`config.mk`:
```
export PLATFORM = sky130hd
export DESIGN_NAME = mux_scan_sequencer
export DESIGN_NICKNAME = d
export VERILOG_FILES = /design/src/rtl/mux_scan_pkg.sv /design/src/rtl/mux_next_ch.sv /design/src/rtl/mux_scan_sequencer.sv
export SDC_FILE = /design/constraint.sdc
export NUM_CORES = 1
export LEC_CHECK = 0
export CAP_MARGIN = 20
export CORE_ASPECT_RATIO = 0.75
export CORE_MARGIN = 3
export CORE_UTILIZATION = 40
export CTS_CLUSTER_SIZE = 40
export DETAILED_ROUTE_END_ITERATION = 10
export GPL_TIMING_DRIVEN = 1
export PLACE_DENSITY_LB_ADDON = 0.12
export SKIP_LAST_GASP = 1
export SYNTH_ARGS = -nofsm -noshare
export SYNTH_HDL_FRONTEND = slang
export SYNTH_SLANG_ARGS = --single-unit
```
`constraint.sdc`:
```
create_clock -name clk -period 3.6 [get_ports clk]
set_input_delay 0.9 -clock clk [delete_from_list [all_inputs] [get_ports clk]]
set_output_delay 0.9 -clock clk [all_outputs]
set_load 0.01 [all_outputs]
```
`src/rtl/mux_scan_pkg.sv`:
```
// rtl/mux_scan_pkg.sv - shared constants and state encoding for the mux scan sequencer
package mux_scan_pkg;
    localparam int NCH     = 8;
    localparam int SEL_W   = 3;
    localparam int DWELL_W = 4;

    typedef enum logic [1:0] {
        IDLE,
        SETTLE,
        HOLD
    } state_t;
endpackage

```
`src/rtl/mux_next_ch.sv`:
```
// rtl/mux_next_ch.sv - finds the lowest enabled channel and the next enabled channel above cur
module mux_next_ch
    import mux_scan_pkg::*;
(
    input  logic [NCH-1:0]   mask,
    input  logic [SEL_W-1:0] cur,
    output logic [SEL_W-1:0] nxt,
    output logic             has_above,
    output logic [SEL_W-1:0] first
);
    // Walking downward leaves the lowest qualifying bit as the final assignment.
    always_comb begin
        nxt       = '0;
        has_above = 1'b0;
        first     = '0;
        for (int i = NCH - 1; i >= 0; i--) begin
            if (mask[i]) begin
                first = SEL_W'(i);
                if (i > int'(cur)) begin
                    nxt       = SEL_W'(i);
                    has_above = 1'b1;
                end
            end
        end
    end
endmodule

```
`src/rtl/mux_scan_sequencer.sv`:
```
// rtl/mux_scan_sequencer.sv - steps mux selects over enabled channels and emits tagged samples
module mux_scan_sequencer
    import mux_scan_pkg::*;
#(
    parameter int WIDTH = 8,
    parameter int DWELL = 1
) (
    input  logic             clk,
    input  logic             rst_n,
    input  logic             start,
    input  logic             cont,
    input  logic             stop,
    input  logic [NCH-1:0]   en_mask,
    input  logic [WIDTH-1:0] mux_y,
    output logic             s0,
    output logic             s1,
    output logic             s2,
    output logic [WIDTH-1:0] out_data,
    output logic [SEL_W-1:0] out_ch,
    output logic             out_valid,
    input  logic             out_ready,
    output logic             busy,
    output logic             done
);
    localparam logic [DWELL_W-1:0] DWELL_LOAD = DWELL_W'(DWELL - 1);

    state_t             state;
    logic [NCH-1:0]     mask;
    logic               cont_q;
    logic               stop_q;
    logic [SEL_W-1:0]   sel;
    logic [DWELL_W-1:0] cnt;
    logic [NCH-1:0]     scan_mask;
    logic [SEL_W-1:0]   nxt;
    logic [SEL_W-1:0]   first;
    logic               has_above;

    // While idle the finder looks at the live enables so start can pick the first channel.
    assign scan_mask = (state == IDLE) ? en_mask : mask;

    mux_next_ch u_next (
        .mask      (scan_mask),
        .cur       (sel),
        .nxt       (nxt),
        .has_above (has_above),
        .first     (first)
    );

    assign s0 = sel[0];
    assign s1 = sel[1];
    assign s2 = sel[2];

    always_ff @(posedge clk) begin
        if (!rst_n) begin
            state     <= IDLE;
            mask      <= '0;
            cont_q    <= 1'b0;
            stop_q    <= 1'b0;
            sel       <= '0;
            cnt       <= '0;
            out_data  <= '0;
            out_ch    <= '0;
            out_valid <= 1'b0;
            busy      <= 1'b0;
            done      <= 1'b0;
        end else begin
            done <= 1'b0;
            case (state)
                IDLE: begin
                    if (start) begin
                        if (en_mask != '0) begin
                            mask   <= en_mask;
                            cont_q <= cont;
                            stop_q <= stop;
                            sel    <= first;
                            cnt    <= DWELL_LOAD;
                            busy   <= 1'b1;
                            state  <= SETTLE;
                        end else begin
                            done <= 1'b1;
                        end
                    end
                end
                SETTLE: begin
                    stop_q <= stop_q | stop;
                    if (cnt == '0) begin
                        out_data  <= mux_y;
                        out_ch    <= sel;
                        out_valid <= 1'b1;
                        state     <= HOLD;
                    end else begin
                        cnt <= cnt - 1'b1;
                    end
                end
                HOLD: begin
                    stop_q <= stop_q | stop;
                    if (out_ready) begin
                        out_valid <= 1'b0;
                        cnt       <= DWELL_LOAD;
                        if (has_above) begin
                            sel   <= nxt;
                            state <= SETTLE;
                        end else if (cont_q && !(stop_q || stop)) begin
                            sel   <= first;
                            state <= SETTLE;
                        end else begin
                            busy  <= 1'b0;
                            done  <= 1'b1;
                            state <= IDLE;
                        end
                    end
                end
                default: state <= IDLE;
            endcase
        end
    end
endmodule

```
* Word level (Yosys, flattened, before mapping) *
Index checks and enable logic that the tools add are counted.

operators by class
  divide/modulo/power cells = 0
  bitwise gates (word level) = 1
  mux-type cells = 73
  shift-type cells = 0
  order comparisons = 7
  add/subtract/negate cells = 1
  equal/unequal tests = 10
  reductions and logical operators = 19
  $mul = 0

operators by type and width
  cell                   number
  $mux W3                27
  $mux W1                30
  $mux W4                4
  $gt A3 B3 Y1 const A   4
  $ne A2 B2 Y1 const B   6
  $pmux W4 S3            1
  $reduce_and A5 Y1      2
  $reduce_and A3 Y1      3
  $mux W2                4
  $mux W8                1
  $pmux W1 S2            4
  $reduce_bool A8 Y1     1
  $gt A2 B3 Y1 const A   2
  $pmux W2 S3            1
  $pmux W3 S2            1
  $reduce_and A6 Y1      1
  $reduce_bool A2 Y1     3
  $logic_not A4 Y1       1
  $reduce_and A4 Y1      1
  $sub A4 B1 Y4 const B  1
  $gt A1 B3 Y1 const A   1
  $ne A3 B3 Y1 const B   1
  $reduce_bool A3 Y1     1
  $eq A2 B1 Y1 const B   1
  other kinds (9)        9

word-level totals
  ROM bits = 0
  flip-flop bits (word level) = 33
  bits in writable memories = 0
  bits in latches = 0
  input bits = 22
  memories kept = 0

* Logic depth before layout (Yosys ltp) *
Gate-level depths: netlist (run 1).

  depth after elaboration = 18
  depth in mapped cells = 10

* Modules after synthesis *
Synthesis (run 1) repeated with hierarchy kept, for this count alone.

unflattened totals
  cell total of the unflattened synthesis = 229
  area, all modules = 1875.5 µm²

by module, submodules not included
  module              area each (µm²)  cells an instance  times used
  mux_scan_sequencer  1655.3           191                1
  mux_next_ch         220.2            38                 1

* Least setup slack after synthesis (run 1) *
Ideal clock, no wire load.

  kind = input -> register
  start point = input port en_mask[4]
  end point = register sel[1]
  data required time = 3484 ps
  slack = 1458 ps
  data arrival time = 2025 ps
  stages on the path = 5
  setup time = 116 ps
  cells stage by stage = mux2i_1 > nor2_1 > or3_4 > o311a_4 > o211a_1

on the way
  word-level cells in the longest chain between the ends = 11
  elaborated cells on any way between the ends = 30
  those cells by class = eq/ne (2); mux (26); reduce/logical (2)

ends and longest elaborated chain
  item                                RTL line                   RTL
  start: declaration                  mux_scan_sequencer.sv:13   input logic [NCH-1:0] en_mask,
  $mux W8                             mux_scan_sequencer.sv:39   assign scan_mask = (state == IDLE) ? en_mask : mask;
  $mux W3 or $mux W1 (tied branches)  mux_next_ch.sv:17          if (mask[i]) begin
  $mux W3 or $mux W1 (tied branches)  mux_next_ch.sv:19          if (i > int'(cur)) begin
  $mux W3 or $mux W1 (tied branches)  mux_next_ch.sv:17
  $mux W3 or $mux W1 (tied branches)  mux_next_ch.sv:19
  $mux W3 or $mux W1 (tied branches)  mux_next_ch.sv:17
  $mux W3 or $mux W1 (tied branches)  mux_next_ch.sv:19
  $mux W3 or $mux W1 (tied branches)  mux_next_ch.sv:17
  $mux W3                             mux_scan_sequencer.sv:100  if (has_above) begin
  $mux W3                             mux_scan_sequencer.sv:97   if (out_ready) begin
  $pmux W3 S2                         mux_scan_sequencer.sv:68   case (state)
  end signal: assignment              mux_scan_sequencer.sv:75   sel <= first;
  end signal: assignment              mux_scan_sequencer.sv:101  sel <= nxt;
  end signal: assignment              mux_scan_sequencer.sv:104  sel <= first;
  end: declaration                    mux_scan_sequencer.sv:31   logic [SEL_W-1:0] sel;

Several ways; a longest one is shown, not always the timed one. The select of a mux whose other input is x is not followed.
A chain may end at the register's enable or synchronous reset.

* Worst setup path in the final report (run 1) *
  start point = register state[1]
  end point = register sel[0]

on the way
  word-level cells in the longest chain between the ends = 18
  elaborated cells on any way between the ends = 49
  those cells by class = eq/ne (5); mux (41); reduce/logical (3)

ends and longest elaborated chain
  item                                RTL line                                            RTL
  start: declaration                  mux_scan_sequencer.sv:27                            state_t state;
  start signal: assignment            mux_scan_sequencer.sv:55                            state <= IDLE;
  start signal: assignment            mux_scan_sequencer.sv:78                            state <= SETTLE;
  start signal: assignment            mux_scan_sequencer.sv:90                            state <= HOLD;
  $logic_not A2 Y1                    mux_scan_sequencer.sv:39, mux_scan_sequencer.sv:68
  $mux W8                             mux_scan_sequencer.sv:39
  $mux W3 or $mux W1 (tied branches)  mux_next_ch.sv:17
  $mux W3 or $mux W1 (tied branches)  mux_next_ch.sv:19
  $mux W3 or $mux W1 (tied branches)  mux_next_ch.sv:17
  $mux W3 or $mux W1 (tied branches)  mux_next_ch.sv:19
  $mux W3 or $mux W1 (tied branches)  mux_next_ch.sv:17
  $mux W3 or $mux W1 (tied branches)  mux_next_ch.sv:19
  (+2 left out)                       -
  $mux W3 or $mux W1 (tied branches)  mux_next_ch.sv:17
  $mux W3 or $mux W1 (tied branches)  mux_next_ch.sv:19
  $mux W3 or $mux W1 (tied branches)  mux_next_ch.sv:17
  $mux W3 or $mux W1 (tied branches)  mux_next_ch.sv:19
  $mux W3 or $mux W1 (tied branches)  mux_next_ch.sv:17
  $mux W3                             mux_scan_sequencer.sv:100
  $mux W3                             mux_scan_sequencer.sv:97
  $pmux W3 S2                         mux_scan_sequencer.sv:68

Several ways; a longest one is shown, not always the timed one. The select of a mux whose other input is x is not followed.

==> run_results.csv, run 1 <==
group,metric,value,unit
synthesis,netlist_top_cells_area,"sky130_fd_sc_hd__dfxtp_1 36%, sky130_fd_sc_hd__nand2_1 9.2%, sky130_fd_sc_hd__a21oi_1 7.7%",
synthesis,synth-seq-cells,33,
synthesis,synthDominantAreaCellType,"sky130_fd_sc_hd__dfxtp_1",
global_routing,antenna_found_initial,0,
global_routing,wire_length_of_the_first_global_routing_pass,7.693,mm
synthesis,syn_nets,268,
critical_path,worstPathRequired,3.77,ns
synthesis,yosys_most_used_dff,"sky130_fd_sc_hd__dfxtp_1",
synthesis,async_reset_ff_share,0,%
cells_and_area,drive_gt1_share,5.091,%
synthesis,yosys_warnings,0,
routing,viasPerCell,5.358,
pwr,net-switching-power,753.6,uW
routing,routed-via-count,1768,
die,effective_utilization_at_floorplan,43.25,%
timing,timing.final.setup_violations,0,
global_routing,grt_max_degree,17,
cells_and_area,num_antenna_cells,0,
routing,wl_cell,14.54,um
critical_path,startpoint_class,"register",
critical_path,cpLargestDelayFamily,"compound AO/OA/AOI/OAI gates",
critical_path,cp-startpoint,"state[1]",
pwr,power.clock.fraction,19.7,%
synthesis,largest_family_of_logic_cells_by_synthesized_area,"simple AND/OR/NAND/NOR gates",
routing,drt_pass1_iterations,4,
timing,timing.setup.tns,0,ns
pwr,power_per_cell_area,784.8,nW/um^2
synthesis,post_synth.cell_area_avg,7.622,um^2
run_status,run_status,"complete, no violations",
clock_network,tritoncts.num_buffers,5,
timing,grt_setup_unrepaired,"false",
timing,max_freq,366.1,MHz
synthesis,ys_top_cells_by_count,"45 x sky130_fd_sc_hd__nand2_1, 33 x sky130_fd_sc_hd__dfxtp_1, 29 x sky130_fd_sc_hd__nor2_1",
clock_network,cts_tree,"yes",
pwr,seqPwrFrac,30.1,%
clock_network,cts_root_buffer,"sky130_fd_sc_hd__clkbuf_8",
clock_network,h_tree_levels,2,
critical_path,regToRegStartpoint,"state[1]",
pwr,leakagePower,0.0009429,uW
die,fp_rows,20,
timing,timing_hold_violations_final,0,
clock_network,cts_resized,0,
die,core-area,4229,um^2
timing,tightestPinTransition,0.6273,ns
routing,route.final.wire_length,4.799,mm
timing,finalWorstPathRequiredPeriod,2.731,ns
cells_and_area,fin_area,2347,um^2
die,num_io_pins,39,
clock_network,max-clock-path-buffers,2,
place,io_buffers,38,
critical_path,critical_path.max_stage_delay,0.55,ns
timing,report.final.slew_viol_count,0,
die,die-area,5429,um^2
timing,final.period_utilization,75.87,%
die,die_width,84.09,um
synthesis,yosys.area_share.xor_xnor,0.9576,%
synthesis,ys_seq_area_share,36.11,%
place,routabilityCongestion,0.8666,
synthesis,synth.lib_cells_used.distinct,50,
timing,timing.final.ws_setup,0.8689,ns
routing,first_iter_violations,102,
critical_path,worstPathCellList,"inv_1 > ha_1 > buf_4 > mux2i_1 > nor4_2 > a211o_1 > o311a_4 > o21ai_0 > a31oi_1",
place,post-place-ws,0.6977,ns
cells_and_area,fin_util,55.50,%
critical_path,worst_endpoint_data_arrival_time,2.91,ns
pwr,power.internal,1088,uW
synthesis,synth-compound-area-share,23.12,%
critical_path,cp_slowest_cell,"sky130_fd_sc_hd__ha_1",
hold_path,holdCritStartpoint,"out_data[4]",
synthesis,synthCells,240,
cells_and_area,nets,302,
synthesis,post_synth_mux_area_share,4.378,%
synthesis,synth_most_common_cell,"sky130_fd_sc_hd__nand2_1",
timing,maxSlewHeadroom,57.83,%
synthesis,yosys.area_share.adder,4.104,%
pwr,power.share.combinational,50.2,%
place,placement.cell_area,2231,um^2
critical_path,crit_path_max_fanout,15,
routing,drcViolationCount,0,
global_routing,grt_remaining_overflow,0,
pwr,worst_ir_drop_vdd,0.0003575,V
synthesis,synth_edf_count,0,
run,maxCapViolCount,0,
die,die_h,64.57,um
critical_path,critical_path.n_buffers_inverters,2,
timing,finalClockSkew,0.006646,ns
clock_network,postCtsSetupBuffers,0,
critical_path,capturing_element_type_of_the_critical_path,"register",
pwr,switching_share_of_total_power,40.91,%
hold_path,timing.hold.worst.class,"register to register",
clock_network,clock_sinks,33,
global_routing,grt.total_usage,18.29,%
synthesis,syn-cell-area,1829,um^2
place,place_hpwl,3.543,mm
global_routing,grt_pass1_vias,1543,
clock_network,clk_pin_slew,0.07,ns
clock_network,holdBufCountCts,0,
critical_path,timing.setup.critical_path_class,"register to register",
synthesis,share_of_yosys_cell_area_claimed_by_the_top_area_cell_type,36.11,%
pwr,p_total,1842,uW
routing,drtAntennaViolNets,0,
clock_network,worst_skew_pair.late_latency,0.29,ns
cells_and_area,synthToLayoutAreaGrowth,28.32,%
synthesis,synth_simple_gate_area_share,25.85,%
-- sequential cells by signal, indices dropped and copies added, names as in the netlist, 2 cells and up --
register  flops
mask          8
out_data      8
cnt           4
out_ch        3
sel           3
state         2
-- cell families after synthesis --
kind of cell	after synthesis
AND/OR/NAND/NOR	104
multiplexers	8
XOR/XNOR	2
buffers and inverters	23
AO/OA/AOI/OAI	64
flip-flops	33
adder cells (fa/ha/maj)	6
-- worst paths after layout --
| kind | to | slack [ns] | depth (start not counted) |
|---|---|---|---|
| worst min register to register | out_data[4] | 0.46 | 2 |
| worst max register to register | sel[0] | 0.87 | 9 |
| worst min-delay path | out_data[4] | 0.46 | 2 |
| worst max-delay path | sel[0] | 0.87 | 9 |
-- worst register-to-register path, cell delays in order (launching register included) --
cell and delay, ns:
sky130_fd_sc_hd__dfxtp_1 0.35, sky130_fd_sc_hd__inv_1 0.09, sky130_fd_sc_hd__ha_1 0.55, sky130_fd_sc_hd__buf_4 0.31, sky130_fd_sc_hd__mux2i_1 0.23, sky130_fd_sc_hd__nor4_2 0.10
sky130_fd_sc_hd__a211o_1 0.32, sky130_fd_sc_hd__o311a_4 0.39, sky130_fd_sc_hd__o21ai_0 0.20, sky130_fd_sc_hd__a31oi_1 0.06
-- cell usage in the layout (no fill, tap or decap), types with 2 or more instances in the layout --
master	netlist	layout
sky130_fd_sc_hd__ha_1	6	6
sky130_fd_sc_hd__o31ai_1	3	3
sky130_fd_sc_hd__clkdlybuf4s50_1	0	38
sky130_fd_sc_hd__o21ai_0	6	6
sky130_fd_sc_hd__o21a_1	3	3
sky130_fd_sc_hd__mux2i_1	8	8
sky130_fd_sc_hd__inv_1	9	9
sky130_fd_sc_hd__a32oi_1	2	2
sky130_fd_sc_hd__dfxtp_1	33	33
sky130_fd_sc_hd__nand4_1	3	3
sky130_fd_sc_hd__nor4_2	2	2
sky130_fd_sc_hd__or3_1	2	2
sky130_fd_sc_hd__and3_1	3	3
sky130_fd_sc_hd__a21o_1	4	4
sky130_fd_sc_hd__a31oi_1	2	2
sky130_fd_sc_hd__nand2_1	45	45
sky130_fd_sc_hd__nor3_1	7	7
sky130_fd_sc_hd__clkbuf_8	0	6
sky130_fd_sc_hd__nor4_1	2	2
sky130_fd_sc_hd__nor2_1	29	29
sky130_fd_sc_hd__buf_4	1	2
sky130_fd_sc_hd__nand3_1	4	4
sky130_fd_sc_hd__a21oi_1	28	28
-- metal layers --
metal / track usage [%] / share of wire [%] / up-vias
met5: 0 / 0 / -
met4: 6.024 / 1.0 / 0
met3: 6.861 / 9.0 / 4
met2: 23.72 / 37 / 71
met1: 27.11 / 53 / 783
li1: - / - / 910
-- per-stage QoR --
stage / hold slack, ns / instances
5_1_grt: 0.4709 / 330
2_1_floorplan: 0.4369 / 240
3_5_place_dp: 0.4476 / 322
4_1_cts: 0.4569 / 330
3_3_place_gp: 0.4427 / 322
6_report: 0.4552 / 330
-- final cells by class --
cell class	count	area, um^2
clock buffers	7	86.33
inverters	10	37.54
repair buffers	40	395.4
flip-flops and latches	33	660.6
clock inverters	1	30.03
well taps	55	68.82
multi-input cells	184	1069
fillers	414	1882
-- power by group through the flow --
| stage | clock, uW | sequential [uW] | combinational, uW |
|---|---|---|---|
| finish | 363 | 554 | 924 |
| global route | 392 | 565 | 1020 |
| CTS | 372 | 552 | 920 |
| detailed placement | 0 | 559 | 914 |
| global placement | 0 | 562 | 920 |
| floorplan | 0 | 543 | 675 |
Note: power is estimated with default switching activity, not from simulation.
==> run 2, diff against run 1 <==
- clock period: 3.6 -> 2.7 ns (I/O delays scaled with it)
==> run 2 against run 1 <==
Critical path depth unchanged. Worst setup slack lost 0.54 ns. Core utilization up 0.65 points. Register-to-register slack worse by 0.54 ns. Power rose by 30%. Critical endpoint is now sel[1]. Final cell count increased by 1.8%. Sequential power rose by 33%. Largest cell class unchanged. Routed wire length increased by 0.23%.
==> run_results.csv, run 2 (same netlist as run 1, synthesis figures left out) <==
group,metric,value,unit
run_status,run_status,"complete, no violations",
clock_network,cts_root_buffer,"sky130_fd_sc_hd__clkbuf_8",
clock_network,clk_pin_slew,0.07,ns
routing,viasPerCell,5.360,
critical_path,cp-startpoint,"state[0]",
clock_network,postCtsSetupBuffers,0,
timing,grt_setup_unrepaired,"false",
critical_path,startpoint_class,"register",
cells_and_area,mostFrequentLayoutCell,"sky130_fd_sc_hd__nand2_1",
pwr,worst_ir_drop_vdd,0.0005821,V
die,fp_rows,20,
global_routing,grt_max_degree,29,
place,place_hpwl,3.595,mm
cells_and_area,drive_gt1_share,7.473,%
timing,timing.final.setup_violations,0,
place,routabilityCongestion,0.9579,
critical_path,regToRegStartpoint,"state[0]",
routing,drcViolationCount,0,
cells_and_area,num_antenna_cells,0,
cells_and_area,leading_cell_types_in_the_layout_fill_and_taps_excluded,"45 x sky130_fd_sc_hd__nand2_1, 38 x sky130_fd_sc_hd__clkdlybuf4s50_1, 33 x sky130_fd_sc_hd__dfxtp_1",
die,die-area,5429,um^2
timing,final.period_utilization,87.77,%
timing,finalClockSkew,0.001735,ns
critical_path,crit_path_max_fanout,28,
cells_and_area,fin_area,2375,um^2
die,die_width,84.09,um
critical_path,worstPathRequired,2.93,ns
clock_network,cts_resized,0,
die,effective_utilization_at_floorplan,43.25,%
timing,timing_hold_violations_final,0,
timing,timing.setup.tns,0,ns
timing,maxSlewHeadroom,64.97,%
global_routing,grt.total_usage,18.15,%
pwr,power_per_cell_area,1009,nW/um^2
clock_network,clock_sinks,33,
timing,max_freq,422.0,MHz
die,die_h,64.57,um
critical_path,capturing_element_type_of_the_critical_path,"register",
routing,wl_cell,14.32,um
clock_network,h_tree_levels,2,
die,num_io_pins,39,
routing,route.final.wire_length,4.810,mm
critical_path,worst_endpoint_data_arrival_time,2.60,ns
timing,report.final.slew_viol_count,0,
timing,tightestPinTransition,0.5255,ns
routing,drt_pass1_iterations,4,
place,placement.cell_area,2288,um^2
cells_and_area,biggestRegsByFlops,"mask x8, out_data x8, cnt x4",
critical_path,timing.critical_path.to,"sel[1]",
clock_network,cts_tree,"yes",
global_routing,wire_length_of_the_first_global_routing_pass,7.817,mm
clock_network,max-clock-path-buffers,2,
global_routing,grt_pass1_vias,1590,
die,core-area,4229,um^2
critical_path,ff2ff_setup_slack,0.33,ns
critical_path,worst-r2r-cell-count,9,
global_routing,antenna_found_initial,0,
routing,first_iter_violations,116,
clock_network,holdBufCountCts,0,
routing,drtAntennaViolNets,0,
timing,finalWorstPathRequiredPeriod,2.370,ns
clock_network,worst_skew_pair.late_latency,0.28,ns
place,io_buffers,38,
critical_path,timing.setup.critical_path_class,"register to register",
pwr,leakagePower,0.0009631,uW
cells_and_area,synthToLayoutAreaGrowth,29.82,%
clock_network,tritoncts.num_buffers,5,
routing,routed-via-count,1801,
hold_path,timing.hold.worst.class,"register to register",
cells_and_area,nets,308,
run,maxCapViolCount,0,
critical_path,critical_path.reg2reg.endpoint,"sel[1]",
global_routing,grt_remaining_overflow,0,
==> run 2: changes by cell type in the layout (fill, tap and decap cells not counted) <==
cell | previous run | this run
sky130_fd_sc_hd__buf_12 | 0 | 1
sky130_fd_sc_hd__buf_4 | 2 | 7
sky130_fd_sc_hd__bufinv_16 | 1 | 0
sky130_fd_sc_hd__clkbuf_1 | 1 | 0
sky130_fd_sc_hd__clkbuf_8 | 6 | 5
sky130_fd_sc_hd__clkinv_2 | 0 | 2
sky130_fd_sc_hd__clkinvlp_4 | 0 | 1
==> run 2: worst min-delay path by stage <==
| stage | from | end | slack [ns] | cells past startpoint |
|---|---|---|---|---|
| floorplan | cont_q | cont_q | 0.44 | 2 |
| global placement | out_data[2] | out_data[2] | 0.44 | 2 |
| detailed placement | out_data[5] | out_data[5] | 0.45 | 2 |
| CTS | out_data[5] | out_data[5] | 0.46 | 2 |
| global route | out_data[2] | out_data[2] | 0.47 | 2 |
| finish | out_data[6] | out_data[6] | 0.46 | 2 |
==> run 2: metal layers <==
layer	track usage, %	routed length [um]
met1	26.65	2551
met2	25.10	1845
met3	5.210	354
met4	6.024	59
met5	0	0
==> run 2: final cells by class <==
cell class / count / area (um^2)
fillers: 400 / 1854
multi-input cells: 184 / 1069
flip-flops and latches: 33 / 660.6
repair buffers: 46 / 452.9
clock buffers: 5 / 68.82
well taps: 55 / 68.82
inverters: 10 / 37.54
clock inverters: 3 / 17.52
==> run 2: metrics by stage <==
stage | power [uW] | hold slack (ns) | utilization [%] | cells | worst slack [ns]
3_3_place_gp | 2021 | 0.4428 | 54.11 | 328 | 0.1151
6_report | 2395 | 0.4577 | 56.15 | 336 | 0.3302
3_5_place_dp | 2026 | 0.4472 | 54.11 | 328 | 0.09525
2_1_floorplan | 1625 | 0.4369 | - | 240 | 0.7014
4_1_cts | 2405 | 0.4575 | 56.15 | 336 | 0.3787
5_1_grt | 2571 | 0.4699 | 56.15 | 336 | 0.2670
==> run 2: report_power, final <==
group          internal, uW  switching (uW)  leakage, uW  total [uW]
clock network           178             188    0.0000439         365
registers               608             130     0.000270         738
logic                   585             707     0.000649        1290
total                  1370            1020     0.000963        2400
==> run 2: worst max-delay path: stages (launching register included) <==
cell and delay, ns:
sky130_fd_sc_hd__dfxtp_1 0.34, sky130_fd_sc_hd__inv_1 0.11, sky130_fd_sc_hd__ha_1 0.20, sky130_fd_sc_hd__buf_12 0.19, sky130_fd_sc_hd__mux2i_1 0.33, sky130_fd_sc_hd__o32ai_1 0.18
sky130_fd_sc_hd__a211o_1 0.29, sky130_fd_sc_hd__o311a_4 0.39, sky130_fd_sc_hd__o211ai_1 0.12, sky130_fd_sc_hd__o211a_1 0.17
